[src/rtl/vx_sched_pkg.sv]
// Shared types and width helpers for the weighted round-robin stream scheduler.
package vx_sched_pkg;

  typedef enum logic {
    IDLE   = 1'b0,
    LOCKED = 1'b1
  } state_e;

  localparam int PERF_CNTW = 32;

  // Index width of a requester vector; a single requester still needs one bit.
  function automatic int idx_width(input int n);
    return (n > 1) ? $clog2(n) : 1;
  endfunction

endpackage

[src/rtl/vx_sched_skid_buf.sv]
// Two-entry skid buffer; in_ready depends only on registered occupancy, never on out_ready.
module vx_sched_skid_buf #(
  parameter int W = 8
) (
  input  logic         clk,
  input  logic         reset,
  input  logic         in_valid,
  input  logic [W-1:0] in_data,
  output logic         in_ready,
  output logic         out_valid,
  output logic [W-1:0] out_data,
  input  logic         out_ready
);

  logic [W-1:0] mem [2];
  logic         wr_ptr;
  logic         rd_ptr;
  logic [1:0]   count;
  logic         push;
  logic         pop;

  assign in_ready  = (count != 2'd2);
  assign out_valid = (count != 2'd0);
  assign out_data  = mem[rd_ptr];
  assign push      = in_valid && in_ready;
  assign pop       = out_valid && out_ready;

  always_ff @(posedge clk or posedge reset) begin
    if (reset) begin
      mem[0] <= '0;
      mem[1] <= '0;
      wr_ptr <= 1'b0;
      rd_ptr <= 1'b0;
      count  <= 2'd0;
    end else begin
      if (push) begin
        mem[wr_ptr] <= in_data;
        wr_ptr      <= ~wr_ptr;
      end
      if (pop) begin
        rd_ptr <= ~rd_ptr;
      end
      count <= count + {1'b0, push} - {1'b0, pop};
    end
  end

endmodule

[src/rtl/vx_wrr_stream_sched.sv]
// Packet-aware weighted round-robin scheduler sharing one output stream.
// Optional perf counters enabled by defining VX_WRR_SCHED_PERF_EN.
module vx_wrr_stream_sched
  import vx_sched_pkg::*;
#(
  parameter int NUM_REQS = 4,
  parameter int DATAW    = 8,
  parameter int WEIGHTW  = 4
) (
  input  logic                            clk,
  input  logic                            reset,
  input  logic [NUM_REQS-1:0]             valid_in,
  input  logic [NUM_REQS*DATAW-1:0]       data_in,
  input  logic [NUM_REQS-1:0]             last_in,
  input  logic [NUM_REQS*WEIGHTW-1:0]     weights_in,
  output logic [NUM_REQS-1:0]             ready_in,
  output logic                            valid_out,
  output logic [DATAW-1:0]                data_out,
  output logic                            last_out,
  output logic [idx_width(NUM_REQS)-1:0]  sel_index_out,
  input  logic                            ready_out
`ifdef VX_WRR_SCHED_PERF_EN
  ,
  output logic [PERF_CNTW-1:0]            perf_stall_cycles,
  output logic [PERF_CNTW-1:0]            perf_packets
`endif
);

  localparam int IDXW = idx_width(NUM_REQS);
  localparam int BUFW = IDXW + 1 + DATAW;

  state_e             state, state_n;
  logic [IDXW-1:0]    cur_ptr, cur_ptr_n, sel;
  logic [WEIGHTW-1:0] credit, credit_n, sel_weight, eff_weight;
  logic [NUM_REQS-1:0] grant;
  logic               any_grant, reload, accept, sel_last, buf_ready;
  logic [DATAW-1:0]   sel_data;
  logic [BUFW-1:0]    buf_out;
  int                 j;

  always_ff @(posedge clk or posedge reset) begin
    if (reset) begin
      state   <= IDLE;
      cur_ptr <= '0;
      credit  <= '0;
    end else begin
      state   <= state_n;
      cur_ptr <= cur_ptr_n;
      credit  <= credit_n;
    end
  end

  always_comb begin
    state_n   = state;
    cur_ptr_n = cur_ptr;
    credit_n  = credit;
    sel       = cur_ptr;
    any_grant = 1'b0;
    reload    = 1'b0;
    j         = 0;

    if (state == LOCKED) begin
      any_grant = valid_in[cur_ptr];
    end else if (valid_in[cur_ptr] && (credit != '0)) begin
      any_grant = 1'b1;
    end else begin
      // Walk the wrap backwards so the nearest requester after cur_ptr is the last to win.
      for (int k = NUM_REQS; k >= 1; k--) begin
        j = int'(cur_ptr) + k;
        if (j >= NUM_REQS) j = j - NUM_REQS;
        if (valid_in[IDXW'(j)]) begin
          sel       = IDXW'(j);
          any_grant = 1'b1;
          reload    = 1'b1;
        end
      end
    end

    sel_weight = weights_in[sel*WEIGHTW +: WEIGHTW];
    eff_weight = (sel_weight == '0) ? WEIGHTW'(1) : sel_weight;
    sel_data   = data_in[sel*DATAW +: DATAW];
    sel_last   = last_in[sel];
    grant      = any_grant ? (NUM_REQS'(1) << sel) : '0;
    ready_in   = grant & {NUM_REQS{buf_ready && !reset}};
    accept     = any_grant && buf_ready && !reset;

    if (accept) begin
      state_n = sel_last ? IDLE : LOCKED;
      if (reload) begin
        cur_ptr_n = sel;
        credit_n  = sel_last ? (eff_weight - WEIGHTW'(1)) : eff_weight;
      end else if (sel_last && (credit != '0)) begin
        credit_n = credit - WEIGHTW'(1);
      end
    end
  end

  vx_sched_skid_buf #(
    .W (BUFW)
  ) u_skid (
    .clk       (clk),
    .reset     (reset),
    .in_valid  (accept),
    .in_data   ({sel, sel_last, sel_data}),
    .in_ready  (buf_ready),
    .out_valid (valid_out),
    .out_data  (buf_out),
    .out_ready (ready_out)
  );

  assign {sel_index_out, last_out, data_out} = buf_out;

`ifdef VX_WRR_SCHED_PERF_EN
  always_ff @(posedge clk or posedge reset) begin
    if (reset) begin
      perf_stall_cycles <= '0;
      perf_packets      <= '0;
    end else begin
      if (valid_out && !ready_out) perf_stall_cycles <= perf_stall_cycles + 1'b1;
      if (valid_out && ready_out && last_out) perf_packets <= perf_packets + 1'b1;
    end
  end
`endif

endmodule

[config.mk]
export PLATFORM = sky130hd
export DESIGN_NAME = vx_wrr_stream_sched
export DESIGN_NICKNAME = d
export VERILOG_FILES = /design/src/rtl/vx_sched_pkg.sv /design/src/rtl/vx_sched_skid_buf.sv /design/src/rtl/vx_wrr_stream_sched.sv
export SDC_FILE = /design/constraint.sdc
export NUM_CORES = 1
export LEC_CHECK = 0
export CELL_PAD_IN_SITES_DETAIL_PLACEMENT = 1
export CELL_PAD_IN_SITES_GLOBAL_PLACEMENT = 1
export CORE_MARGIN = 2
export CORE_UTILIZATION = 35
export CTS_CLUSTER_DIAMETER = 40
export DETAILED_ROUTE_END_ITERATION = 6
export PLACE_DENSITY = 0.89
export SETUP_SLACK_MARGIN = 0.2
export SLEW_MARGIN = 25
export SYNTH_ARGS = -nofsm -noshare
export SYNTH_HDL_FRONTEND = slang
export SYNTH_SLANG_ARGS = --single-unit
[constraint.sdc]
create_clock -name clk -period 4.2 [get_ports clk]
set_clock_uncertainty 0.15 [all_clocks]
set_input_delay 0.84 -clock clk [delete_from_list [all_inputs] [get_ports clk]]
set_output_delay 0.84 -clock clk [all_outputs]
set_load 0.03 [all_outputs]
Yosys cells after proc, flatten, opt, wreduce, memory -nomap -nowiden. Index checks and enable logic that the tools add are counted.

Bits in registers: 33. Output and inout bits: 16. Input port bits: 59. Logic and storage cells: 111.

Eq/ne operators: 1. Bitwise operators: 5. Muxes and demuxes: 54. Add/sub/neg operators: 12. Magnitude comparators: 13. Shift-type cells: 3. Reductions and logical operators: 15.

Operators by type and width (count): two-way mux 11 bit (4); two-way mux 2 bit (18); variable part select 32 x 6 -> 8 bit (1); bitwise mux 22 bit (1); two-way mux 4 bit (5); two-way mux 1 bit (19); < comparator 2 x 4 -> 1 bit, second input constant (4); variable part select 16 x 5 -> 4 bit (1); binary-select mux 1 bit (select 2 bit) (6); demux 11 bit (select 1 bit) (1); greater-or-equal comparator 3 bit, second input constant (3); logical AND 1 bit (8); subtractor 2 x 1 -> 2 bit, second input constant (4); subtractor 4 x 1 -> 4 bit, second input constant (2); adder 2 x 2 -> 3 bit, second input constant (2); < comparator 2 x 3 -> 1 bit, second input constant (2); adder 2 x 3 -> 4 bit, second input constant (1); AND 4 bit (1); greater-or-equal comparator 2 bit, second input constant (2); greater-or-equal comparator 4 x 3 -> 1 bit, second input constant (1); logical NOT 4 bit (1); NOT 1 -> 2 bit (2); AND reduction 2 bit (2); nonzero test 2 bit (2); 9 further kinds (10).

Longest topological paths before layout.
Depth after elaboration: 20. Gate-level depth with buffers: 15.

Cells and area by module. A second synthesis with hierarchy kept.

Cells, all modules: 219. Area, all modules: 2363.5 µm².

By module, submodules not included: vx_sched_skid_buf (sequential area each 650.6 µm², area each 1208.7 µm², times used 1, cells an instance 76); vx_wrr_stream_sched (sequential area each 175.2 µm², area each 1154.9 µm², times used 1, cells an instance 143).

Least setup slack after synthesis. No wires, ideal clock.

Path kind: input port to output port. Start: in reset. End: out ready_in[0]. Path buffers: 0. Cell stages on the path: 5. Arrival: 2.961 ns. Slack: 0.249 ns. Path through: inv_1 -> o221ai_1 -> a21oi_1 -> nand2_1 -> nor2_1.

Word-level cells in the longest chain between the ends: 3.

Ends and longest elaborated chain: start, declared (RTL line vx_wrr_stream_sched.sv:11) `input logic reset,`; logical NOT 1 bit (no source line); logical AND 1 bit (RTL line vx_wrr_stream_sched.sv:84) `ready_in = grant & {NUM_REQS{buf_ready && !reset}};`; AND 4 bit (RTL line vx_wrr_stream_sched.sv:84); end, declared (RTL line vx_wrr_stream_sched.sv:16) `output logic [NUM_REQS-1:0] ready_in,`.

Every way passes these cells.

Worst setup path after layout.
Start: in valid_in[0]. End: out ready_in[1].

Word-level cells in the longest chain between the ends: 12. Elaborated cells on any way between the ends: 30. Classes of those cells: shift: 1; mux: 27; bitwise: 1; reduce/logical: 1.

Ends and longest elaborated chain: start, declared (RTL line vx_wrr_stream_sched.sv:12) `input logic [NUM_REQS-1:0] valid_in,`; binary-select mux 1 bit (select 2 bit) (RTL line vx_wrr_stream_sched.sv:71) `if (valid_in[IDXW'(j)]) begin`; two-way mux 1 bit (implied by the code) (2 in series) (RTL line vx_wrr_stream_sched.sv:71); two-way mux 2 bit (4 in series) (RTL line vx_wrr_stream_sched.sv:71); two-way mux 2 bit (RTL line vx_wrr_stream_sched.sv:64) `end else if (valid_in[cur_ptr] && (credit != '0)) begin`; two-way mux 2 bit (RTL line vx_wrr_stream_sched.sv:62) `if (state == LOCKED) begin`; left shift 1 x 2 -> 4 bit (RTL line vx_wrr_stream_sched.sv:83) `grant = any_grant ? (NUM_REQS'(1) << sel) : '0;`; two-way mux 4 bit (*) (RTL line vx_wrr_stream_sched.sv:83); AND 4 bit (*) (RTL line vx_wrr_stream_sched.sv:84).

Every way passes the cells marked *; elsewhere a longest branch is shown, timed or not. The select of a mux whose other input is x is not followed.

==> metrics <==
Yosys warning count 0; Psw 1320 µW; Synth Area in Simple Gates 15.1%; Clock Power Share 8.7%; Static Leak 0.00150 µW; Top FF cell, synth dfrtp_1; Int Pwr 1470 µW; XOR/XNOR Fraction of Synth Area 2.55%; Slew Viols, Final 0; Antenna diodes 0; fillers 767; most common cell after layout, fill and taps aside clkdlybuf4s50_1; Power Density 826 nW/µm²; maximum fanout along the worst path 6; Final Power 2790 µW; first-pass GRT wire length 12100 µm; Sw Ratio 47.2%; Multi-input gate area 1480 µm²; worst-margin pin slew 0.759 ns; register bit total from synthesis 33; GR Layer Usage met3 3.60%; share of cells above drive strength 1 17.4%; First DRT Iteration DRCs 175; Hold Path Class reg -> reg; largest net degree at the start of global routing 34; DIE WIDTH 86.9 µm; utilization after layout 50.2%; Max Cap Violations 0; Nets 409; hold buffers post-CTS 0; fin crit period 3.83 ns; post-route cell area 3370 µm²; maximum clock path buffer count 2; die height 86.9 µm; initial antenna violation count 0; Crit path max-delay family buffers and inverters; vias per std cell 5.40; worst path arrival time 2.84 ns; Top Ports 75; Compound-Gate Fraction of Synth Area 18.0%; clock-pin slew on the worst setup and hold paths 0.06 ns; register area 826 µm²; DRT Pass-1 Iters 4; Port Buffers 74; critical path's most frequent cell buf_4; die area 7550 µm²; Routed Wire Length 7300 µm; GPL Wtd Cong 0.781; CORE AREA 6720 µm²; Slew headroom 48.9%; area share of fa/ha/maj cells after synthesis 2.60%; # setup viols final 0; TritonCTS clock tree yes; Initial Util 35.8%; CP max stage cell clkdlybuf4s50_1; met2 usage in global routing 34.8%; worst skew pair latency 0.29 ns; Synth cell types 51; vias in the first global route 2489; GRT busiest layer met2; run status completed; number of flops mapped to enable cells by yosys 0; Seq/Total Area, Yosys 34.3%; num rows 30; DR vias 2294; Worst Path Required 3.21 ns; RSZ-0062 raised after global routing no; met1 global-route usage 25.7%; Combinational Power Share 68.9%; multiplexer area fraction after synthesis 22.1%; TNS Setup 0 ns; slowest cell delay on critical path 0.57 ns; total gr overflow 0; Area Overhead vs Synth 40.3%; Root Driver clkbuf_8; Worst Setup End Kind output pin; Syn Std Cell Area 2400 µm²; CP bufs+invs 3; Num Clock Sinks 33; final hold violations 0; GRT Total Usage 20.3%; critical-path cell list clkdlybuf4s50_1 > mux2i_1 > a32oi_2 > nor2b_4 > o21a_1 > nor2_2 > buf_4 > nor2_1 > buf_4; maximum vdd ir drop 0.374 mV; Net Count, Synth 331; largest family of logic cells by synthesized area multiplexers; Routed Antenna Nets 0; Startpoint Class input port; placed cell areas 3230 µm²; Final period util 91.2%; H-Tree Level Count 2; register share of total power 22.4%; CTS Buf Count 5; Post-Syn Instances 267; most frequent cells in the layout clkdlybuf4s50_1 (68), nand2_1 (42), dfrtp_1 (33); DRC errors left 0; Max Fclk 0.261 GHz; WS Path Type in -> out; fraction of registers with async set/reset 100%; post-detail-place hpwl 5420 µm; syn_area_per_cell 9.01 µm²; routed length per placed instance 17.2 µm
tightest hold or removal path, stage by stage (launching register included):
cell and delay (ns):
dfrtp_1 0.34, nand2_1 0.04, o21ai_0 0.06
area by class of cell:
cell class	instances	share of cell area [%]
clock buffer	7	2.56
inverter	12	1.34
multi-input combinational	206	43.7
sequential	33	24.5
tap	80	2.97
timing repair buffer	87	24.9
synthesized netlist by cell type, types with 2 or more instances:
cell	number	area share [%]
nor4_1	2	0.52
a21o_1	2	0.62
dfrtp_1	33	34
or3_1	3	0.78
xnor2_1	4	1.5
buf_2	7	1.5
mux2_1	2	0.94
nor2b_1	2	0.52
xor2_1	3	1.1
nor2_1	11	1.7
nand2_1	42	6.6
clkbuf_1	6	0.94
o21ai_1	9	1.9
nand4_1	2	0.52
o22ai_1	2	0.52
o211ai_1	2	0.62
and3_1	3	0.78
o21a_1	2	0.62
o21ai_0	29	6.0
buf_6	2	0.94
and2_1	3	0.78
nand3_1	2	0.42
mux2i_1	20	8.3
mux2_2	24	11
ha_1	5	2.6
nand2b_1	6	1.6
inv_1	12	1.9
a21oi_1	4	0.83
path summary, 6_finish.rpt:
check,from,end,slack (ns),depth (start not counted)
worst min register to register,u_skid.mem[0],u_skid.mem[0],0.33,2
max in group asynchronous,reset,u_skid.mem[17],2.76,3
min in group asynchronous,reset,u_skid.wr_ptr,0.85,3
worst max-delay path,valid_in[0],ready_in[1],0.37,9
worst min-delay path,u_skid.mem[0],u_skid.mem[0],0.33,2
worst max register to register,cur_ptr[1],credit[2],0.72,13
timing repair:
item                       4_1_cts  5_1_grt
setup endpoints to repair        4        6
setup buffers                    2        0
pin swaps                        1        1
gates resized for setup          3        7
state kept, by name, indices dropped and copies added (netlist names):
name and count:
state 1, u_skid.mem 22, cur_ptr 2, u_skid.count 2, credit 4, u_skid.wr_ptr 1
u_skid.rd_ptr 1
power by group through the flow:
stage	registers, µW	logic (µW)	clock network [µW]
2_1_floorplan	538	1340	0
3_3_place_gp	606	1740	0
3_5_place_dp	625	1820	0
4_1_cts	621	1900	246
5_1_grt	649	2090	259
6_report	624	1920	242
cell families (layout without fill, tap and decap cells):
family,Yosys count,after routing
muxes,48,48
adders and majority gates,5,5
AOI/OAI and AO/OA,66,66
xor gates and xnor gates,7,7
DFF,33,33
and+or+nand+nor,80,80
buffers and inverters,28,106
per-stage QoR:
step | hold slack [ns] | std cells | setup WS, ns
after global placement | 0.306 | 416 | 0.154
after global routing | 0.357 | 425 | 0.206
after detailed placement | 0.325 | 416 | 0.0397
final | 0.331 | 425 | 0.368
after floorplan | 0.294 | 267 | 0.249
after CTS | 0.337 | 425 | 0.199
layer usage:
| metal | vias to the layer above | wire (µm) |
|---|---|---|
| met5 | - | 0 |
| met2 | 63 | 3670 |
| li1 | 1092 | - |
| met3 | 19 | 261 |
| met1 | 1120 | 3170 |
| met4 | 0 | 194 |
Note: power is estimated with default switching activity, not from simulation.
